<file path="config.mk">
export PLATFORM = sky130hd
export DESIGN_NAME = fetch_queue
export DESIGN_NICKNAME = d
export VERILOG_FILES = /design/src/rtl/fetch_queue.sv
export SDC_FILE = /design/constraint.sdc
export NUM_CORES = 1
export LEC_CHECK = 0
export BUFFER_PORTS_ARGS = -buffer_cell sky130_fd_sc_hd__buf_4
export CAP_MARGIN = 20
export CORE_AREA = 5 5 156 158
export DETAILED_ROUTE_END_ITERATION = 8
export DIE_AREA = 0 0 161 163
export PLACE_DENSITY = 0.82
export SETUP_SLACK_MARGIN = 0.15
export SLEW_MARGIN = 20
export SYNTH_ARGS = -nofsm -noshare
export SYNTH_HDL_FRONTEND = slang
export SYNTH_SLANG_ARGS = --single-unit
</file>
<file path="constraint.sdc">
create_clock -name clk -period 7.5 [get_ports clk]
set_clock_uncertainty 0.05 [all_clocks]
set_input_delay 2.25 -clock clk [delete_from_list [all_inputs] [get_ports clk]]
set_output_delay 2.25 -clock clk [all_outputs]
set_load 0.1 [all_outputs]
</file>
<file path="src/rtl/fetch_queue.sv">
// RV32I instruction fetch stage: issues single-outstanding imem reads and buffers
// returned instructions in an in-order queue whose head feeds decode pre-sliced.
module fetch_queue #(
    parameter int          DEPTH    = 4,
    parameter logic [31:0] RESET_PC = 32'h0000_0060
) (
    input  logic        clk,
    input  logic        rst,
    output logic        imem_read,
    output logic [31:0] imem_address,
    input  logic        imem_resp,
    input  logic [31:0] imem_rdata,
    input  logic        redirect,
    input  logic [31:0] redirect_pc,
    input  logic        deq_ready,
    output logic        deq_valid,
    output logic [31:0] deq_pc,
    output logic [31:0] deq_instr,
    output logic [6:0]  deq_opcode,
    output logic [2:0]  deq_funct3,
    output logic [6:0]  deq_funct7,
    output logic [4:0]  deq_rd
);

    localparam int                PTR_W = $clog2(DEPTH);
    localparam int                CNT_W = PTR_W + 1;
    localparam logic [CNT_W-1:0]  FULL  = CNT_W'(DEPTH);

    typedef enum logic {FETCH, DISCARD} state_t;

    state_t             state_q, state_d;
    logic [31:0]        fetch_pc_q, fetch_pc_d;
    logic [31:0]        target_q, target_d;
    logic [PTR_W-1:0]   head_q, head_d, tail_q, tail_d;
    logic [CNT_W-1:0]   count_q, count_d;
    logic [31:0]        pc_mem_q    [DEPTH];
    logic [31:0]        instr_mem_q [DEPTH];
    logic               enq, deq;
    logic [31:0]        redirect_aligned;

    assign redirect_aligned = redirect_pc & 32'hFFFF_FFFC;
    assign imem_address     = fetch_pc_q;

    // Both handshake outputs are gated by rst so they drop the instant reset rises.
    assign imem_read = !rst && ((state_q == DISCARD) || (count_q < FULL));
    assign deq_valid = !rst && (count_q != '0) && !redirect;

    assign deq_pc     = pc_mem_q[head_q];
    assign deq_instr  = instr_mem_q[head_q];
    assign deq_opcode = deq_instr[6:0];
    assign deq_funct3 = deq_instr[14:12];
    assign deq_funct7 = deq_instr[31:25];
    assign deq_rd     = deq_instr[11:7];

    always_comb begin
        state_d    = state_q;
        fetch_pc_d = fetch_pc_q;
        target_d   = target_q;
        head_d     = head_q;
        tail_d     = tail_q;
        count_d    = count_q;
        enq        = 1'b0;
        deq        = 1'b0;
        case (state_q)
            FETCH: begin
                if (redirect) begin
                    head_d  = '0;
                    tail_d  = '0;
                    count_d = '0;
                    // An unanswered request must complete before the new PC can be presented.
                    if (imem_read && !imem_resp) begin
                        state_d  = DISCARD;
                        target_d = redirect_aligned;
                    end else begin
                        fetch_pc_d = redirect_aligned;
                    end
                end else begin
                    enq = imem_read && imem_resp;
                    deq = deq_valid && deq_ready;
                    if (enq) begin
                        tail_d     = tail_q + PTR_W'(1);
                        fetch_pc_d = fetch_pc_q + 32'd4;
                    end
                    if (deq) begin
                        head_d = head_q + PTR_W'(1);
                    end
                    if (enq && !deq) begin
                        count_d = count_q + CNT_W'(1);
                    end else if (deq && !enq) begin
                        count_d = count_q - CNT_W'(1);
                    end
                end
            end
            DISCARD: begin
                if (redirect) begin
                    target_d = redirect_aligned;
                end
                if (imem_resp) begin
                    state_d    = FETCH;
                    fetch_pc_d = redirect ? redirect_aligned : target_q;
                end
            end
            default: state_d = FETCH;
        endcase
    end

    always_ff @(posedge clk or posedge rst) begin
        if (rst) begin
            state_q    <= FETCH;
            fetch_pc_q <= RESET_PC;
            target_q   <= RESET_PC;
            head_q     <= '0;
            tail_q     <= '0;
            count_q    <= '0;
        end else begin
            state_q    <= state_d;
            fetch_pc_q <= fetch_pc_d;
            target_q   <= target_d;
            head_q     <= head_d;
            tail_q     <= tail_d;
            count_q    <= count_d;
        end
    end

    always_ff @(posedge clk) begin
        if (enq) begin
            pc_mem_q[tail_q]    <= fetch_pc_q;
            instr_mem_q[tail_q] <= imem_rdata;
        end
    end

endmodule

</file>
# Word level (Yosys, flattened, before mapping)
# Memories as Yosys holds them, arrays and structs flattened.
# Cells that the tools add are included.
[classes]
n_reduce_logical = 23
n_bitwise = 1
n_eq_ne = 5
n_addsub = 5
n_mux = 24
n_lt_le_gt_ge = 1
[op_table]
columns = ["operator", "n"]
rows = [
  ["$mux W32", 7],
  ["$pmux W32 S2", 2],
  ["$add A32 B3 Y32 const B", 1],
  ["$mux W3", 3],
  ["$logic_and A1 B1 Y1", 8],
  ["$mux W2", 4],
  ["$reduce_and A2 Y1", 4],
  ["$mux W1", 7],
  ["$ne A2 B2 Y1 const B", 3],
  ["$ne A3 B3 Y1 const B", 2],
  ["$reduce_bool A3 Y1", 2],
  ["$logic_not A1 Y1", 5],
  ["$add A2 B1 Y2 const B", 2],
  ["$reduce_bool A2 Y1", 2],
  ["$add A3 B1 Y3 const B", 1],
  ["$lt A3 B3 Y1 const B", 1],
  ["$reduce_and A3 Y1", 1],
  ["$sub A3 B1 Y3 const B", 1],
  ["$pmux W1 S2", 1],
  ["$logic_or A1 B1 Y1", 1],
  ["$not A1 Y1", 1],
]
[word_totals]
elab_cells = 67
ram_bits = 256
reg_bits = 72
input_bits = 69
memories = 2
[memory_table]
columns = ["name", "words", "word_bits", "rd", "rd_ports_with_merged_regs", "write_ports", "line", "source"]
rows = [
  ["instr_mem_q", 4, 32, 1, 0, 1, "37", "logic [31:0] instr_mem_q [DEPTH];"],
  ["pc_mem_q", 4, 32, 1, 0, 1, "36", "logic [31:0] pc_mem_q [DEPTH];"],
]

# Longest topological paths before layout
[depth]
word_depth = 9
mapped_depth = 9
mapped_depth_nobuf = 8

# Worst setup path after synthesis
# OpenSTA, ideal clock, no wires.
[synth_path]
path_type = "in2out"
start = "input redirect"
end = "output deq_valid"
arrival_time_ns = 4.728
setup_slack_ns = 0.472
required_time_ns = 5.200
n_path_buf = 2
cell_stages = 3
cell_sequence = "clkbuf_1 buf_1 nor3_1"
[synth_via]
elab_chain_len = 2
[synth_rtl]
columns = ["element", "line", "source"]
rows = [
  ["start: declaration", "13", "input logic redirect,"],
  ["$logic_not A1 Y1", "46", "assign deq_valid = !rst && (count_q != '0) && !redirect;"],
  ["$logic_and A1 B1 Y1", "46", ""],
  ["end: declaration", "16", "output logic deq_valid,"],
]
# Every way passes these cells.

# Final worst setup path
# Same ends and word-level chain as after synthesis.

==> flow_metrics.tcl <==
set metrics [dict create \
    powerDensity_mw_per_mm2 315 \
    synth_compound_area_share_pct 5.99 \
    dp_hpwl_um 16800 \
    track_usage_pct 22.1 \
    tightest_slew_ns 1.04 \
    cts-hold-fix-buffers 0 \
    dp_cells 1211 \
    fin_tns_setup_ns 0 \
    r2r_slack_ns 4.75 \
    fin_cells 1269 \
    first_iter_violations 575 \
    synth-warning-count 0 \
    rsz0062_at_grt "no" \
    ant_nets 0 \
    grt_pass1_wl_um 45300 \
    area_growth_pct 19.5 \
    drt-total-wl_um 28400 \
    ys_ff_latch 328 \
    preCtsSetupSlack_ns 2.11 \
    setup_slack_ns 2.10 \
    muxShareOfSynthArea_pct 13.7 \
    coreArea_sq_mm 0.0230 \
    die_area_sq_mm 0.0262 \
    yosys_most_used_dff "edfxtp_1" \
    path_max_fanout 52 \
    gp_congestion 0.820 \
    ys_top_cells_by_count "edfxtp_1 (256), dfrtp_1 (68), mux4_2 (64), o21ai_0 (48), nand2_1 (43)" \
    drc 0 \
    portBuffers 186 \
    via_per_inst 6.11 \
    cts_root_buffer "clkbuf_16" \
    criticalPathCategory "in2out" \
    synth-simple-area-share_pct 5.63 \
    crit_arrival_ns 3.10 \
    pwr-share-comb_pct 22.2 \
    synth_top_family_by_area "multiplexers" \
    pwr-share-clk_pct 32.4 \
    p_leak_nw 5.77 \
    yosysUniqueCellTypes 62 \
    clock_latency_ns 0.50 \
    rows 56 \
    yosysTopAreaCell "edfxtp_1" \
    h-tree-depth 2 \
    outcome "complete, no violations" \
    avgSynthCellArea_sq_um 17.0 \
    cp.required_ns 5.20 \
    cts_post_setup_buffers_inserted 0 \
    worstSetupStartpointType "input port" \
    yosysMostFrequentCell "edfxtp_1" \
    slew_viol_final 0 \
    peakVddDrop_v 0.000223 \
    synth_edf_count 256 \
    synth_area_sq_mm 0.0134 \
    pin_count 189 \
    hold_path.class "reg2reg" \
    die_w_um 161 \
    synth_area_leaders "edfxtp_1 (57%), dfrtp_1 (13%), mux4_2 (11%), mux2_2 (2.5%), o21ai_0 (1.8%)" \
    power_switching_mw 1.64 \
    total_power_mw 5.05 \
    start_util_pct 58.4 \
    yosysSeqAreaShare_pct 70.8 \
    grt-ovfl-total 0 \
    syn_nets 866 \
    intPower_mw 3.41 \
    clock-sinks 328 \
    ys_async_sr_fraction_pct 22.0 \
    setup_viol 0 \
    post_route_cells_drive_above_1_share_pct 36.4 \
    grt_pass1_vias 7962 \
    period_minus_slack_ns 5.40 \
    syn-instance-count 791 \
    nFillCells 1509 \
    fmax_mhz 185 \
    cap_violations 0 \
    diodes 0 \
    synth_xor_area_share_pct 0.261 \
    slew_headroom_pct 30.9 \
    switching_share_pct 32.4 \
    grt_max_degree 73 \
    cts-buffers-inserted 34 \
    antenna_found_initial 0 \
    wl_per_cell_um 22.4 \
    hold_viol 0 \
    nNetsFinal 1033 \
    cts_tree "done" \
    cp-end-kind "primary output" \
    vias 7750 \
    fin_crit_sh_pct 72.0 \
    clk_path_buf_depth 3 \
    fp.dieH_um 163 \
    drt_pass1_iterations 6 \
    synth_fa_ha_area_share_pct 0.616 \
    yosysTopAreaCellShare_pct 57.3 \
    seqPwrFrac_pct 45.4 \
    cts-resized-gates 0 \
    path_clk_slew_ns 0.06 \
]
power by group through the flow:
stage / Clock, mW / Combinational [mW] / Sequential [mW]
after CTS: 1.67 / 1.12 / 2.30
final: 1.64 / 1.12 / 2.29
after global routing: 1.75 / 1.18 / 2.31
after floorplan: 0 / 0.609 / 2.57
after detailed placement: 0 / 1.12 / 2.33
after global placement: 0 / 1.10 / 2.32
routing by layer:
layer	global-route usage (%)	share of wire [%]	vias to the layer above
li1	-	-	3440
met1	31.0	40	3910
met2	36.0	50	341
met3	4.63	7.9	59
met4	5.97	2.3	0
met5	0	0	-
logic make-up (layout without fill, tap and decap cells):
group	count (synthesis)	after routing
adder cells (fa/ha/maj)	6	6
flip-flops	328	328
AO/OA/AOI/OAI	129	129
AND/OR/NAND/NOR	143	143
multiplexers	100	100
XOR/XNOR	4	4
buffers and inverters	81	269
cell type report:
type | count | area, sq um | share of cell area, %
timing repair buffer | 196 | 1480 | 9.26
tap | 290 | 363 | 2.26
clock inverter | 7 | 106 | 0.663
inverter | 16 | 60.1 | 0.375
sequential | 328 | 9500 | 59.3
clock buffer | 50 | 975 | 6.08
multi-input combinational | 382 | 3540 | 22.1
per-stage QoR:
step / utilization [%] / cell area (sq um) / hold WS, ns
after global routing: 69.8 / 16000 / 0.467
after detailed placement: 64.9 / 14900 / 0.402
final: 69.8 / 16000 / 0.427
after floorplan: - / 13400 / 0.380
after global placement: 64.9 / 14900 / 0.396
after CTS: 69.6 / 16000 / 0.435
final timing paths:
kind	from	to	cells past startpoint
max in group asynchronous	rst	head_q[1]$_DFFE_PP0P_	3
setup / recovery	redirect	deq_valid	3
hold reg to reg	target_q[1]$_DFFE_PP0P_	imem_address[1]$_DFFE_PP0P_	2
min in group asynchronous	rst	target_q[29]$_DFFE_PP0P_	3
hold / removal	target_q[1]$_DFFE_PP0P_	imem_address[1]$_DFFE_PP0P_	2
setup reg to reg	state_q$_DFF_PP0_	imem_address[31]$_DFFE_PP0P_	7
critical path, cell delays in order:
cell	delay [ns]
buf_4	0.28
nor3_1	0.24
buf_4	0.32
flip-flops by register name, summed over array words and instances (netlist names):
signal        cells
tail_q            2
count_q           3
target_q         32
instr_mem_q     128
head_q            2
state_q           1
pc_mem_q        128
imem_address     32
cells in the final DEF, fill, tap and decap left out, drive strengths merged, types with 2 or more instances in the layout:
master   netlist  routed
xnor2          2       2
clkbuf        28      50
mux2i          6       6
and3          12      12
nand3         13      13
or3            2       2
o31ai          2       2
mux4          64      64
edfxtp       256     256
o2bb2ai        3       3
buf           37     196
nor2          33      33
o211ai         5       5
dfstp          4       4
nor4b          2       2
nand2         44      44
a31oi          8       8
a211oi         4       4
bufinv         0       3
dfrtp         68      68
xor2           2       2
and4           2       2
a22o           3       3
o21ai         49      49
a221oi         8       8
clkinv         0       4
a21oi         29      29
ha             5       5
nand4          9       9
nor4           5       5
and2           8       8
mux2          30      30
nor3           9       9
inv           16      16
o22ai          5       5
No activity file was read; power rests on OpenSTA's default activity.
